--- src/rtl/led_adc_sequencer_if.sv ---
`default_nettype none
// ============================================================================
// Module      : led_adc_sequencer_if
// Description : Bundle of the LED/ADC sequencer's run control, ADC handshake,
//               LED drives and sample outputs.
//   master : drives En, ADC_Done, ADC_Data; observes every sequencer output
//   slave  : the sequencer itself
//   En            run enable
//   ADC_Done      one-cycle conversion-complete pulse, ADC_Data valid with it
//   LED_IR/Red    LED drives, never both high
//   ADC_Start     one-cycle conversion request
//   IR/Red_ADC_Value, IR/Red_Valid  latest samples and their update strobes
//   Sample_Miss   one-cycle pulse when a phase ended without a sample
// Revision    : 1.0 - initial release
// ============================================================================
interface led_adc_sequencer_if;
    logic       En;
    logic       ADC_Done;
    logic [7:0] ADC_Data;
    logic       LED_IR;
    logic       LED_Red;
    logic       ADC_Start;
    logic [7:0] IR_ADC_Value;
    logic [7:0] Red_ADC_Value;
    logic       IR_Valid;
    logic       Red_Valid;
    logic       Sample_Miss;

    modport master (
        output En, ADC_Done, ADC_Data,
        input  LED_IR, LED_Red, ADC_Start, IR_ADC_Value, Red_ADC_Value,
               IR_Valid, Red_Valid, Sample_Miss
    );

    modport slave (
        input  En, ADC_Done, ADC_Data,
        output LED_IR, LED_Red, ADC_Start, IR_ADC_Value, Red_ADC_Value,
               IR_Valid, Red_Valid, Sample_Miss
    );
endinterface
`default_nettype wire

--- src/rtl/led_adc_sequencer.sv ---
`default_nettype none
// ============================================================================
// Module      : led_adc_sequencer
// Description : Alternates IR and red LED phases of PHASE_CYC cycles each,
//               requests one ADC conversion SETTLE_CYC cycles into every
//               phase and captures the first conversion that completes in
//               the phase's acceptance window. A phase with no captured
//               sample produces a Sample_Miss pulse and keeps the old value.
// Ports       : CLK_Filter  clock, rising edge
//               rst_n       synchronous active-low reset
//               bus         led_adc_sequencer_if.slave (En, ADC handshake,
//                           LED drives, sample values and strobes)
// Options     : AMBIENT_CANCEL_EN - adds a dark phase whose sample is
//               subtracted (floored at 0) from later IR and red samples.
// Revision    : 1.0 - initial release
// ============================================================================
module led_adc_sequencer #(
    parameter int PHASE_CYC  = 500,
    parameter int SETTLE_CYC = 100
) (
    input  wire logic          CLK_Filter,
    input  wire logic          rst_n,
    led_adc_sequencer_if.slave bus
);

    localparam int CNT_W = (PHASE_CYC > 1) ? $clog2(PHASE_CYC) : 1;
    localparam logic [CNT_W-1:0] C_LAST   = CNT_W'(PHASE_CYC - 1);
    localparam logic [CNT_W-1:0] C_SETTLE = CNT_W'(SETTLE_CYC);

    localparam logic [1:0] S_IDLE = 2'd0;
    localparam logic [1:0] S_IR   = 2'd1;
    localparam logic [1:0] S_RED  = 2'd2;
`ifdef AMBIENT_CANCEL_EN
    localparam logic [1:0] S_DARK = 2'd3;
`endif

    logic [1:0]       r_state;
    logic [CNT_W-1:0] r_cnt;
    logic             r_got;        // a sample was already taken this phase
    logic             r_led_ir;
    logic             r_led_red;
    logic             r_start;
    logic             r_miss;
    logic             r_ir_valid;
    logic             r_red_valid;
    logic [7:0]       r_ir_val;
    logic [7:0]       r_red_val;
`ifdef AMBIENT_CANCEL_EN
    logic [7:0]       r_ambient;
`endif

    logic             w_in_phase;
    logic             w_last;
    logic             w_accept;
    logic [1:0]       w_adv_state;
    logic [1:0]       w_next_state;
    logic [CNT_W-1:0] w_next_cnt;
    logic [7:0]       w_sample;

    always_comb begin
        w_in_phase = (r_state != S_IDLE);
        w_last     = w_in_phase && (r_cnt == C_LAST);
        // Window starts one cycle after the start request; the upper bound
        // is the phase's last count, so no explicit upper compare is needed.
        // A done arriving with En low is dropped with the abandoned phase.
        w_accept   = w_in_phase && bus.En && bus.ADC_Done && !r_got &&
                     (r_cnt > C_SETTLE);

        w_adv_state = S_IR;
        case (r_state)
            S_IR:    w_adv_state = S_RED;
`ifdef AMBIENT_CANCEL_EN
            S_RED:   w_adv_state = S_DARK;
`else
            S_RED:   w_adv_state = S_IR;
`endif
            default: w_adv_state = S_IR;
        endcase

        w_next_state = r_state;
        w_next_cnt   = r_cnt + 1'b1;
        if (!bus.En) begin
            w_next_state = S_IDLE;
            w_next_cnt   = '0;
        end else if (r_state == S_IDLE) begin
            w_next_state = S_IR;
            w_next_cnt   = '0;
        end else if (w_last) begin
            w_next_state = w_adv_state;
            w_next_cnt   = '0;
        end

`ifdef AMBIENT_CANCEL_EN
        w_sample = (bus.ADC_Data > r_ambient) ? (bus.ADC_Data - r_ambient) : 8'd0;
`else
        w_sample = bus.ADC_Data;
`endif
    end

    always_ff @(posedge CLK_Filter) begin
        if (!rst_n) begin
            r_state     <= S_IDLE;
            r_cnt       <= '0;
            r_got       <= 1'b0;
            r_led_ir    <= 1'b0;
            r_led_red   <= 1'b0;
            r_start     <= 1'b0;
            r_miss      <= 1'b0;
            r_ir_valid  <= 1'b0;
            r_red_valid <= 1'b0;
            r_ir_val    <= 8'd0;
            r_red_val   <= 8'd0;
`ifdef AMBIENT_CANCEL_EN
            r_ambient   <= 8'd0;
`endif
        end else begin
            r_state   <= w_next_state;
            r_cnt     <= w_next_cnt;
            // Cleared whenever the next cycle begins a fresh phase or idles.
            if (!bus.En || !w_in_phase || w_last)
                r_got <= 1'b0;
            else
                r_got <= r_got | w_accept;

            // Outputs are registered from next-state values so they line up
            // with the state they describe.
            r_led_ir  <= (w_next_state == S_IR);
            r_led_red <= (w_next_state == S_RED);
            r_start   <= (w_next_state != S_IDLE) && (w_next_cnt == C_SETTLE);

            // A done in the very last cycle still counts for this phase.
            r_miss      <= w_last && bus.En && !r_got && !w_accept;
            r_ir_valid  <= w_accept && (r_state == S_IR);
            r_red_valid <= w_accept && (r_state == S_RED);

            if (w_accept && (r_state == S_IR))
                r_ir_val <= w_sample;
            if (w_accept && (r_state == S_RED))
                r_red_val <= w_sample;
`ifdef AMBIENT_CANCEL_EN
            if (w_accept && (r_state == S_DARK))
                r_ambient <= bus.ADC_Data;
`endif
        end
    end

    assign bus.LED_IR        = r_led_ir;
    assign bus.LED_Red       = r_led_red;
    assign bus.ADC_Start     = r_start;
    assign bus.IR_ADC_Value  = r_ir_val;
    assign bus.Red_ADC_Value = r_red_val;
    assign bus.IR_Valid      = r_ir_valid;
    assign bus.Red_Valid     = r_red_valid;
    assign bus.Sample_Miss   = r_miss;

endmodule
`default_nettype wire

--- src/flat_wrapper.sv ---
// flat-port wrapper written by rule: the top's interface ports become plain ports
module led_adc_sequencer_flat 
#(
    parameter int PHASE_CYC  = 500,
    parameter int SETTLE_CYC = 100
)
  (CLK_Filter, rst_n, bus_En, bus_ADC_Done, bus_ADC_Data, bus_LED_IR, bus_LED_Red, bus_ADC_Start, bus_IR_ADC_Value, bus_Red_ADC_Value, bus_IR_Valid, bus_Red_Valid, bus_Sample_Miss);
  led_adc_sequencer_if bus_i ();
  input  wire logic CLK_Filter;
  input  wire logic rst_n;
  input wire logic [$bits(bus_i.En)-1:0] bus_En;
  input wire logic [$bits(bus_i.ADC_Done)-1:0] bus_ADC_Done;
  input wire logic [$bits(bus_i.ADC_Data)-1:0] bus_ADC_Data;
  output wire logic [$bits(bus_i.LED_IR)-1:0] bus_LED_IR;
  output wire logic [$bits(bus_i.LED_Red)-1:0] bus_LED_Red;
  output wire logic [$bits(bus_i.ADC_Start)-1:0] bus_ADC_Start;
  output wire logic [$bits(bus_i.IR_ADC_Value)-1:0] bus_IR_ADC_Value;
  output wire logic [$bits(bus_i.Red_ADC_Value)-1:0] bus_Red_ADC_Value;
  output wire logic [$bits(bus_i.IR_Valid)-1:0] bus_IR_Valid;
  output wire logic [$bits(bus_i.Red_Valid)-1:0] bus_Red_Valid;
  output wire logic [$bits(bus_i.Sample_Miss)-1:0] bus_Sample_Miss;
  assign bus_i.En = bus_En;
  assign bus_i.ADC_Done = bus_ADC_Done;
  assign bus_i.ADC_Data = bus_ADC_Data;
  assign bus_LED_IR = bus_i.LED_IR;
  assign bus_LED_Red = bus_i.LED_Red;
  assign bus_ADC_Start = bus_i.ADC_Start;
  assign bus_IR_ADC_Value = bus_i.IR_ADC_Value;
  assign bus_Red_ADC_Value = bus_i.Red_ADC_Value;
  assign bus_IR_Valid = bus_i.IR_Valid;
  assign bus_Red_Valid = bus_i.Red_Valid;
  assign bus_Sample_Miss = bus_i.Sample_Miss;
  led_adc_sequencer #(.PHASE_CYC(PHASE_CYC), .SETTLE_CYC(SETTLE_CYC)) u_core (.CLK_Filter(CLK_Filter), .rst_n(rst_n), .bus(bus_i));
endmodule
--- config.mk ---
export PLATFORM = sky130hd
export DESIGN_NAME = led_adc_sequencer_flat
export DESIGN_NICKNAME = d
export VERILOG_FILES = /design/src/rtl/led_adc_sequencer_if.sv /design/src/rtl/led_adc_sequencer.sv /design/src/flat_wrapper.sv
export SDC_FILE = /design/constraint.sdc
export NUM_CORES = 1
export LEC_CHECK = 0
export BUFFER_PORTS_ARGS = -buffer_cell sky130_fd_sc_hd__buf_2
export CAP_MARGIN = 20
export CORE_MARGIN = 1.5
export CORE_UTILIZATION = 50
export CTS_CLUSTER_SIZE = 8
export DETAILED_ROUTE_END_ITERATION = 10
export GPL_TIMING_DRIVEN = 0
export PLACE_DENSITY = 0.81
export SETUP_SLACK_MARGIN = 0.5
export SKIP_CTS_REPAIR_TIMING = 1
export SKIP_LAST_GASP = 1
export SYNTH_ARGS = -nofsm -noshare
export SYNTH_HDL_FRONTEND = slang
export SYNTH_SLANG_ARGS = --single-unit
--- constraint.sdc ---
create_clock -name CLK_Filter -period 2.3 [get_ports CLK_Filter]
set_input_delay 0.69 -clock CLK_Filter [delete_from_list [all_inputs] [get_ports CLK_Filter]]
set_output_delay 0.69 -clock CLK_Filter [all_outputs]
set_load 0.05 [all_outputs]
==> metrics.log, run 1 <==
INFO  metric adder_cell_share_of_the_synthesized_area = roughly 1.7%
INFO  metric fp.dieW = 56.6 µm
INFO  metric ys_seq_area_share = 47.3%
INFO  metric r2r_setup_slack = roughly 0.56 ns
INFO  metric max_slew_margin = 69.6%
INFO  metric ant_nets = 0
INFO  metric synth_enable_flop_cells = 0
INFO  metric synth_cell_type_count = 34
INFO  metric post_synth_mux_area_share = 12.6%
INFO  metric num-fill-cells = 242
INFO  metric place.port_buffers = 32
INFO  metric seq_area = 682 µm²
INFO  metric hpwlAfterDp = a little over 2 mm
INFO  metric power_density = 557 nW/µm²
INFO  metric final_hold_viol_count = 0
INFO  metric pin_count = 34
INFO  metric post_syn_nets = about 160
INFO  metric timing.clock.skew = roughly 0.006 ns
INFO  metric synth_seq_cells = 34
INFO  metric global_route.usage.met3 = 5.30%
INFO  metric synth_cells = 147
INFO  metric maxCapViolations = 0
INFO  metric grt_util_all_layers = 18.5%
INFO  metric holdCritPathClass = reg2reg
INFO  metric clock-sinks = 34
INFO  metric synth-async-reset-ratio = 0%
INFO  metric number_of_diodes = 0
INFO  metric min_path_cells = 1
INFO  metric tritoncts = built
INFO  metric mappedNetlistArea = 1440 µm²
INFO  metric grt.busiest_layer = met2
INFO  metric totalWireLength = approximately 2.8 mm
INFO  metric grt.met2_usage = 32.1%
INFO  metric setup_violations = 0
INFO  metric clockBufferDepth = 2
INFO  metric hold_path_end = u_core.r_cnt[0]$_SDFF_PN0_
INFO  metric grt_setup_unrepaired = false
INFO  metric timing.critical_path.required = ~2.6 ns
INFO  metric firstDrtPassIters = 4
INFO  metric clock.fmax = ~0.57 GHz
INFO  metric htree_num_levels = 2
INFO  metric grt_pass1_wl = 4.49 mm
INFO  metric antenna_found_initial = 0
INFO  metric synthMostInstantiatedCell = sky130_fd_sc_hd__dfxtp_1
INFO  metric grt_util_met1 = 20.0%
INFO  metric dr.first_iter.drc_count = 40
INFO  metric yosysWarningCount = 0
INFO  metric final.setup.tns = 0 ns
INFO  metric routed_wire_length_per_instance = 12.6 µm
INFO  metric worstReg2RegStart = u_core.r_cnt[3]$_SDFF_PN0_
INFO  metric post-route-worst-setup-slack = 0.559 ns
INFO  metric core = 2730 µm²
INFO  metric grt.overflow.total = 0
INFO  metric fp.dieH = roughly 57 µm
INFO  metric final.min_clock_period = 1.74 ns
INFO  metric hold_ws = 0.444 ns
INFO  metric synth_top_area_share = 47.3%
INFO  metric synth.cells.most_frequent = sky130_fd_sc_hd__dfxtp_1, sky130_fd_sc_hd__nand2_1, sky130_fd_sc_hd__mux2i_1
INFO  metric cts.reportedPaths.clkPinSlew = 0.09 ns
INFO  metric timing_worst_setup_path_type = reg2reg
INFO  metric outcome = complete, no violations
INFO  metric synth.top_cells.by_area = sky130_fd_sc_hd__dfxtp_1, sky130_fd_sc_hd__mux2i_1, sky130_fd_sc_hd__nand2_1, sky130_fd_sc_hd__nor2_1, sky130_fd_sc_hd__xnor2_1
INFO  metric ctsRootBufferMaster = sky130_fd_sc_hd__clkbuf_4
INFO  metric numnets_final = 205
INFO  metric maximum_number_of_pins_on_one_net_before_global_route_repair = 11
INFO  metric clock_latency = 0.33 ns
INFO  metric start_util = 52.6%
INFO  metric p_leak = 0.705 nW
INFO  metric reg2reg_to = u_core.bus.Red_ADC_Value[3]$_SDFFE_PN0P_
INFO  metric irDropWorstVdd = between 0.5 and 0.6 mV
INFO  metric reg2regPathDepth = 6
INFO  metric synth.avg_cell_area = about 10 µm²
INFO  metric crit_path_max_fo = 9
INFO  metric placement_rows = 19
INFO  metric synthXorXnorAreaFrac = 3.66%
INFO  metric gp_congestion = roughly 0.8
INFO  metric dp_slack = between 0.2 and 0.3 ns
INFO  metric slew_at_the_pin_closest_to_its_max_slew_limit = 0.455 ns
INFO  metric timing.final.crit_share = 75.7%
INFO  metric worst_ep_arrival_time = ~2 ns
INFO  metric synth_largest_area_cell = sky130_fd_sc_hd__dfxtp_1
INFO  metric synth_area_in_simple_gates = 21.8%
INFO  metric timing.critical_path.from_type = flop
INFO  metric report.final.slew_viol_count = 0
INFO  metric min_from = u_core.r_cnt[0]$_SDFF_PN0_
INFO  metric drive_gt1_share = 29.7%
INFO  metric cts_inserted_buffers = 5
INFO  metric endpoint_kind = flop
INFO  metric die-area = between 3000 and 4000 µm²
INFO  metric synth_top_family_by_area = simple AND/OR/NAND/NOR gates
INFO  metric detailroute.via_count = 1,181
INFO  metric multiInputGateArea = 687 µm²
INFO  metric drcViolationCount = 0
INFO  metric ys_dominant_reg_cell = sky130_fd_sc_hd__dfxtp_1
INFO  metric synth_compound_gate_area_share = 7.40%
INFO  metric areaGrowthSynthToFinish = 21.3%
INFO  metric grt_pass1_vias = 1,063
INFO  metric routed_via_density = 5.30
[metal layers]
metal,vias to the layer above,wire length [µm]
li1,581,-
met1,552,1160
met2,46,1430
met3,2,197
met4,0,24
met5,-,0
[logic make-up after synthesis]
family,count (synthesis)
AND/OR/NAND/NOR,63
flip-flops,34
multiplexers,18
buffers and inverters,14
AO/OA/AOI/OAI,10
XOR/XNOR,6
adder cells (fa/ha/maj),2
[worst max-delay path: stages, from the launching register on]
cell and delay [ns]:
sky130_fd_sc_hd__dfxtp_1 0.32, sky130_fd_sc_hd__buf_6 0.13, sky130_fd_sc_hd__or4_4 0.55, sky130_fd_sc_hd__o2111ai_4 0.26, sky130_fd_sc_hd__nor3_2 0.08, sky130_fd_sc_hd__buf_6 0.15, sky130_fd_sc_hd__mux2i_1 0.18
[how the worst max path moves through the flow]
| stage | slack (ns) | start | end |
|---|---|---|---|
| final | 0.56 | u_core.r_cnt[3]$_SDFF_PN0_ | u_core.bus.Red_ADC_Value[3]$_SDFFE_PN0P_ |
| after global routing | 0.51 | u_core.r_cnt[3]$_SDFF_PN0_ | u_core.bus.IR_ADC_Value[4]$_SDFFE_PN0P_ |
| after CTS | 0.54 | u_core.r_cnt[5]$_SDFF_PN0_ | u_core.bus.LED_IR$_SDFF_PN0_ |
| after detailed placement | 0.30 | rst_n | u_core.bus.ADC_Start$_SDFF_PN0_ |
| after global placement | 0.30 | rst_n | u_core.bus.ADC_Start$_SDFF_PN0_ |
| after floorplan | 0.60 | rst_n | u_core.bus.ADC_Start$_SDFF_PN0_ |
[per-stage QoR]
| stage | utilization (%) | area (µm²) | power, mW | cells |
|---|---|---|---|---|
| CTS | 62.1 | 1700 | 0.981 | 218 |
| global route | 63.8 | 1740 | 1.02 | 223 |
| floorplan | - | 1440 | 0.628 | 147 |
| finish | 63.8 | 1740 | 0.971 | 223 |
| global placement | 59.9 | 1640 | 0.642 | 210 |
| detailed placement | 59.9 | 1640 | 0.643 | 210 |
[state kept, by name (all words and copies together) (netlist names)]
register / count
u_core.bus.LED_IR: 1
u_core.bus.Sample_Miss: 1
u_core.bus.LED_Red: 1
u_core.r_got: 1
u_core.bus.Red_ADC_Value: 8
u_core.bus.IR_Valid: 1
u_core.r_state: 2
u_core.r_cnt: 9
u_core.bus.IR_ADC_Value: 8
u_core.bus.Red_Valid: 1
u_core.bus.ADC_Start: 1
[power by group]
group,switching [mW],internal (mW)
Sequential,0.00156,0.591
Clock,0.191,0.148
Combinational,0.0247,0.0154
[layout make-up]
cell class	instances	area share [%]
clock inverter	1	0.287
buffer	9	3.44
sequential	34	39.1
inverter	5	1.08
multi-input combinational	99	39.4
timing repair buffer	37	11.3
tap	31	2.22
clock buffer	7	3.16
[cells in the final DEF (no fill, tap or decap), drive strengths merged]
cell type  count
a21oi          2
inv            5
o41ai          1
and3           2
a31oi          1
o2111ai        1
nor2b          4
clkbuf        11
o21a           1
o211a          1
or4            1
nand2b         1
a211o          1
nor3           3
nor4b          1
o21ai          2
dfxtp         34
mux2           1
nor4           2
nand3          5
clkinv         1
and2           2
xor2           2
buf           42
or3            2
xnor2          4
mux2i         17
nand4          2
nor2          11
ha             2
nand2         27
Power figures use the tool's default switching activity.
==> run 2: changes to the inputs <==
ABC_AREA = 1   (was default)
CORE_UTILIZATION = 48   (was 50)
clock period = 1.4 ns   (was 2.3 ns; I/O delays follow)
==> run 2 against run 1 <==
Effect of this change:
- the run now ends with negative setup slack left
- cell area rose by 38%
- register-to-register slack got worse by 0.62 ns
- power rose by 72%
- final cell count rose by 43%
- clock power rose by 80%
- synthesized cell count rose by 52%
- area after synthesis rose by 8.7%
- first-iteration DRC count rose by 110%
- setup slack got worse by 0.62 ns
==> metrics.log, run 2 <==
INFO  metric timing.critical_path.from_type = flop
INFO  metric start_util = 50.8% (-1.8 points)
INFO  metric drcViolationCount = 0 (unchanged)
INFO  metric grt_pass1_vias = 1,255 (+18%)
INFO  metric totalWireLength = 4.58 mm (+63%)
INFO  metric timing.final.crit_share = 104% (+29 points)
INFO  metric place.port_buffers = 33 (+3.1%)
INFO  metric slew_at_the_pin_closest_to_its_max_slew_limit = 0.260 ns (-0.195 ns)
INFO  metric mostFrequentLayoutCell = sky130_fd_sc_hd__nand2_1
INFO  metric timing.critical_path.required = 1.70 ns (-0.86 ns)
INFO  metric timing_worst_setup_path_type = reg2reg
INFO  metric placement_rows = 20 (+1)
INFO  metric worst_ep_arrival_time = 1.76 ns (-0.24 ns)
INFO  metric fp.dieW = 60.1 µm (+6.1%)
INFO  metric failed_checks = negative setup slack
INFO  metric irDropWorstVdd = 0.557 mV (-1.2%)
INFO  metric reg2regPathDepth = 10 (+4)
INFO  metric clock_latency = 0.36 ns (+0.03 ns)
INFO  metric reg2reg_to = u_core.bus.Red_ADC_Value[6]$_SDFFE_PN0P_
INFO  metric number_of_diodes = 0 (unchanged)
INFO  metric cts_inserted_buffers = 5 (unchanged)
INFO  metric die-area = 3610 µm² (+13%)
INFO  metric core = 3080 µm² (+13%)
INFO  metric power_density = 694 nW/µm² (+25%)
INFO  metric final_hold_viol_count = 0 (unchanged)
INFO  metric largest_register_ffs = 9 (unchanged)
INFO  metric detailroute.via_count = 1,571 (+33%)
INFO  metric gp_congestion = 0.843 (+3.9%)
INFO  metric tritoncts = built
INFO  metric setup_violations = 12 (+12)
INFO  metric post-route-worst-setup-slack = -0.0603 ns (-0.619 ns)
INFO  metric htree_num_levels = 2 (unchanged)
INFO  metric pin_count = 34 (unchanged)
INFO  metric ant_nets = 0 (unchanged)
INFO  metric hold_path_end = u_core.bus.IR_ADC_Value[3]$_SDFFE_PN0P_
INFO  metric routed_wire_length_per_instance = 14.4 µm (+14%)
INFO  metric synth_cell_type_count = 25 (-26%)
INFO  metric ctsRootBufferMaster = sky130_fd_sc_hd__clkbuf_4
INFO  metric timing.clock.skew = 0.00786 ns (+0.00187 ns)
INFO  metric p_total = 1.68 mW (+72%)
INFO  metric max_slew_margin = 82.6% (+13 points)
INFO  metric endpoint_kind = flop
INFO  metric holdCritPathClass = in2reg
INFO  metric synth_enable_flop_cells = 0 (unchanged)
INFO  metric dr.first_iter.drc_count = 84 (+110%)
INFO  metric fp.dieH = 60.1 µm (+6.1%)
INFO  metric ys_seq_area_share = 43.6% (-3.8 points)
INFO  metric grt_setup_unrepaired = true
INFO  metric seq_area = 721 µm² (+5.7%)
INFO  metric num-fill-cells = 195 (-19%)
INFO  metric antenna_found_initial = 0 (unchanged)
INFO  metric worstReg2RegStart = u_core.r_cnt[0]$_SDFF_PN0_
INFO  metric synth_seq_cells = 34 (unchanged)
INFO  metric maximum_number_of_pins_on_one_net_before_global_route_repair = 12 (+1)
INFO  metric areaGrowthSynthToFinish = 54.5%
INFO  metric max_flop_register = u_core.r_cnt
INFO  metric post_syn_nets = 237 (+47%)
INFO  metric layout_common_cells = sky130_fd_sc_hd__nand2_1, sky130_fd_sc_hd__nor2_1, sky130_fd_sc_hd__inv_1
INFO  metric synth_cells = 223 (+52%)
INFO  metric firstDrtPassIters = 4 (unchanged)
INFO  metric synth_top_area_share = 43.6% (-3.8 points)
INFO  metric final.min_clock_period = 1.46 ns (-0.281 ns)
INFO  metric crit_path_max_fo = 7 (-2)
INFO  metric min_from = bus_ADC_Data[3]
INFO  metric routed_via_density = 4.94 (-6.7%)
INFO  metric maxCapViolations = 0 (unchanged)
INFO  metric clock-sinks = 34 (unchanged)
INFO  metric report.final.slew_viol_count = 0 (unchanged)
INFO  metric final.setup.tns = -0.384 ns (-0.384 ns)
INFO  metric clockBufferDepth = 2 (unchanged)
INFO  metric synth.cells.most_frequent = sky130_fd_sc_hd__nand2_1, sky130_fd_sc_hd__nor2_1, sky130_fd_sc_hd__dfxtp_1
INFO  metric synth_largest_area_cell = sky130_fd_sc_hd__dfxtp_1
INFO  metric min_path_cells = 3 (+2)
INFO  metric clock.fmax = 0.685 GHz (+19%)
INFO  metric cp-startpoint = u_core.r_cnt[0]$_SDFF_PN0_
INFO  metric mappedNetlistArea = 1560 µm² (+8.7%)
INFO  metric r2r_setup_slack = -0.06 ns (-0.62 ns)
INFO  metric postLayoutCellArea = 2410 µm² (+38%)
INFO  metric yosysWarningCount = 0 (unchanged)
INFO  metric grt.overflow.total = 0 (unchanged)
INFO  metric cts.reportedPaths.clkPinSlew = 0.11 ns (+0.02 ns)
INFO  metric hpwlAfterDp = 2.33 mm (+13%)
INFO  metric grt_util_all_layers = 19.6% (+1.1 points)
INFO  metric place_area = 1830 µm² (+12%)
INFO  metric multiInputGateArea = 911 µm² (+33%)
INFO  metric drive_gt1_share = 51.8% (+22 points)
INFO  metric outcome = complete, but fails checks
INFO  metric synth-async-reset-ratio = 0% (unchanged)
INFO  metric p_leak = 1.13 nW (+61%)
INFO  metric ys_dominant_reg_cell = sky130_fd_sc_hd__dfxtp_1
INFO  metric synth.avg_cell_area = 7.01 µm² (-28%)
INFO  metric grt_pass1_wl = 5.16 mm (+15%)
INFO  metric numnets_final = 287 (+40%)
INFO  metric synth.top_cells.by_area = sky130_fd_sc_hd__dfxtp_1, sky130_fd_sc_hd__nand2_1, sky130_fd_sc_hd__nor2_1, sky130_fd_sc_hd__inv_1, sky130_fd_sc_hd__nand3_1
run 2: worst max-delay path by stage:
stage	slack, ns	depth (start not counted)	endpoint
after floorplan	0.14	9	u_core.bus.Red_ADC_Value[0]$_SDFFE_PN0P_
after global placement	-0.02	9	u_core.bus.LED_Red$_SDFF_PN0_
after detailed placement	-0.04	9	u_core.bus.LED_Red$_SDFF_PN0_
after CTS	-0.08	9	u_core.bus.LED_Red$_SDFF_PN0_
after global routing	-0.13	8	u_core.bus.Red_ADC_Value[0]$_SDFFE_PN0P_
final	-0.06	10	u_core.bus.Red_ADC_Value[6]$_SDFFE_PN0P_
run 2: where the power goes:
group | internal [mW] | switching [mW] | leakage, nW
combinational | 0.0319 | 0.0620 | 0.812
clock | 0.241 | 0.370 | 0.0343
sequential | 0.965 | 0.00484 | 0.288
run 2: cell type report:
cell class	count	share of cell area [%]
flip-flops and latches	34	29.8
multi-input cells	148	37.7
well taps	44	2.28
clock buffers	6	2.12
plain buffers	4	2.12
inverters	38	5.96
repair buffers	42	19.4
clock inverters	2	0.518
run 2: layer usage:
layer | vias to the layer above | GRT usage (%) | wire [µm]
met4 | 0 | 7.30 | 85
met2 | 39 | 31.8 | 2370
li1 | 766 | - | -
met3 | 8 | 7.79 | 181
met5 | - | 0 | 0
met1 | 758 | 23.2 | 1940
run 2: worst max-delay path, cell delays in order, from the launching register on:
cell and delay (ns):
sky130_fd_sc_hd__dfxtp_4 0.40, sky130_fd_sc_hd__inv_2 0.05, sky130_fd_sc_hd__ha_4 0.16, sky130_fd_sc_hd__nor2_4 0.08
sky130_fd_sc_hd__o21ai_2 0.08, sky130_fd_sc_hd__nand2_4 0.10, sky130_fd_sc_hd__nand3_4 0.15, sky130_fd_sc_hd__buf_6 0.17
sky130_fd_sc_hd__nand2_1 0.06, sky130_fd_sc_hd__nand2_1 0.06, sky130_fd_sc_hd__nor2_1 0.08
run 2: logic make-up after synthesis:
logic type / share of synthesized area (%)
DFF: 43.6
AOI/OAI and AO/OA: 2.64
and+or+nand+nor: 39.2
xor gates and xnor gates: 1.12
adders and majority gates: 1.60
buffers and inverters: 11.8
run 2: through the flow:
stage	util (%)	instances	hold slack [ns]	worst slack [ns]
2_1_floorplan	-	223	0.442	0.136
3_3_place_gp	59.5	300	0.463	-0.0210
3_5_place_dp	59.5	300	0.470	-0.0432
4_1_cts	61.5	308	0.284	-0.0843
5_1_grt	78.5	318	0.301	-0.130
6_report	78.5	318	0.291	-0.0603
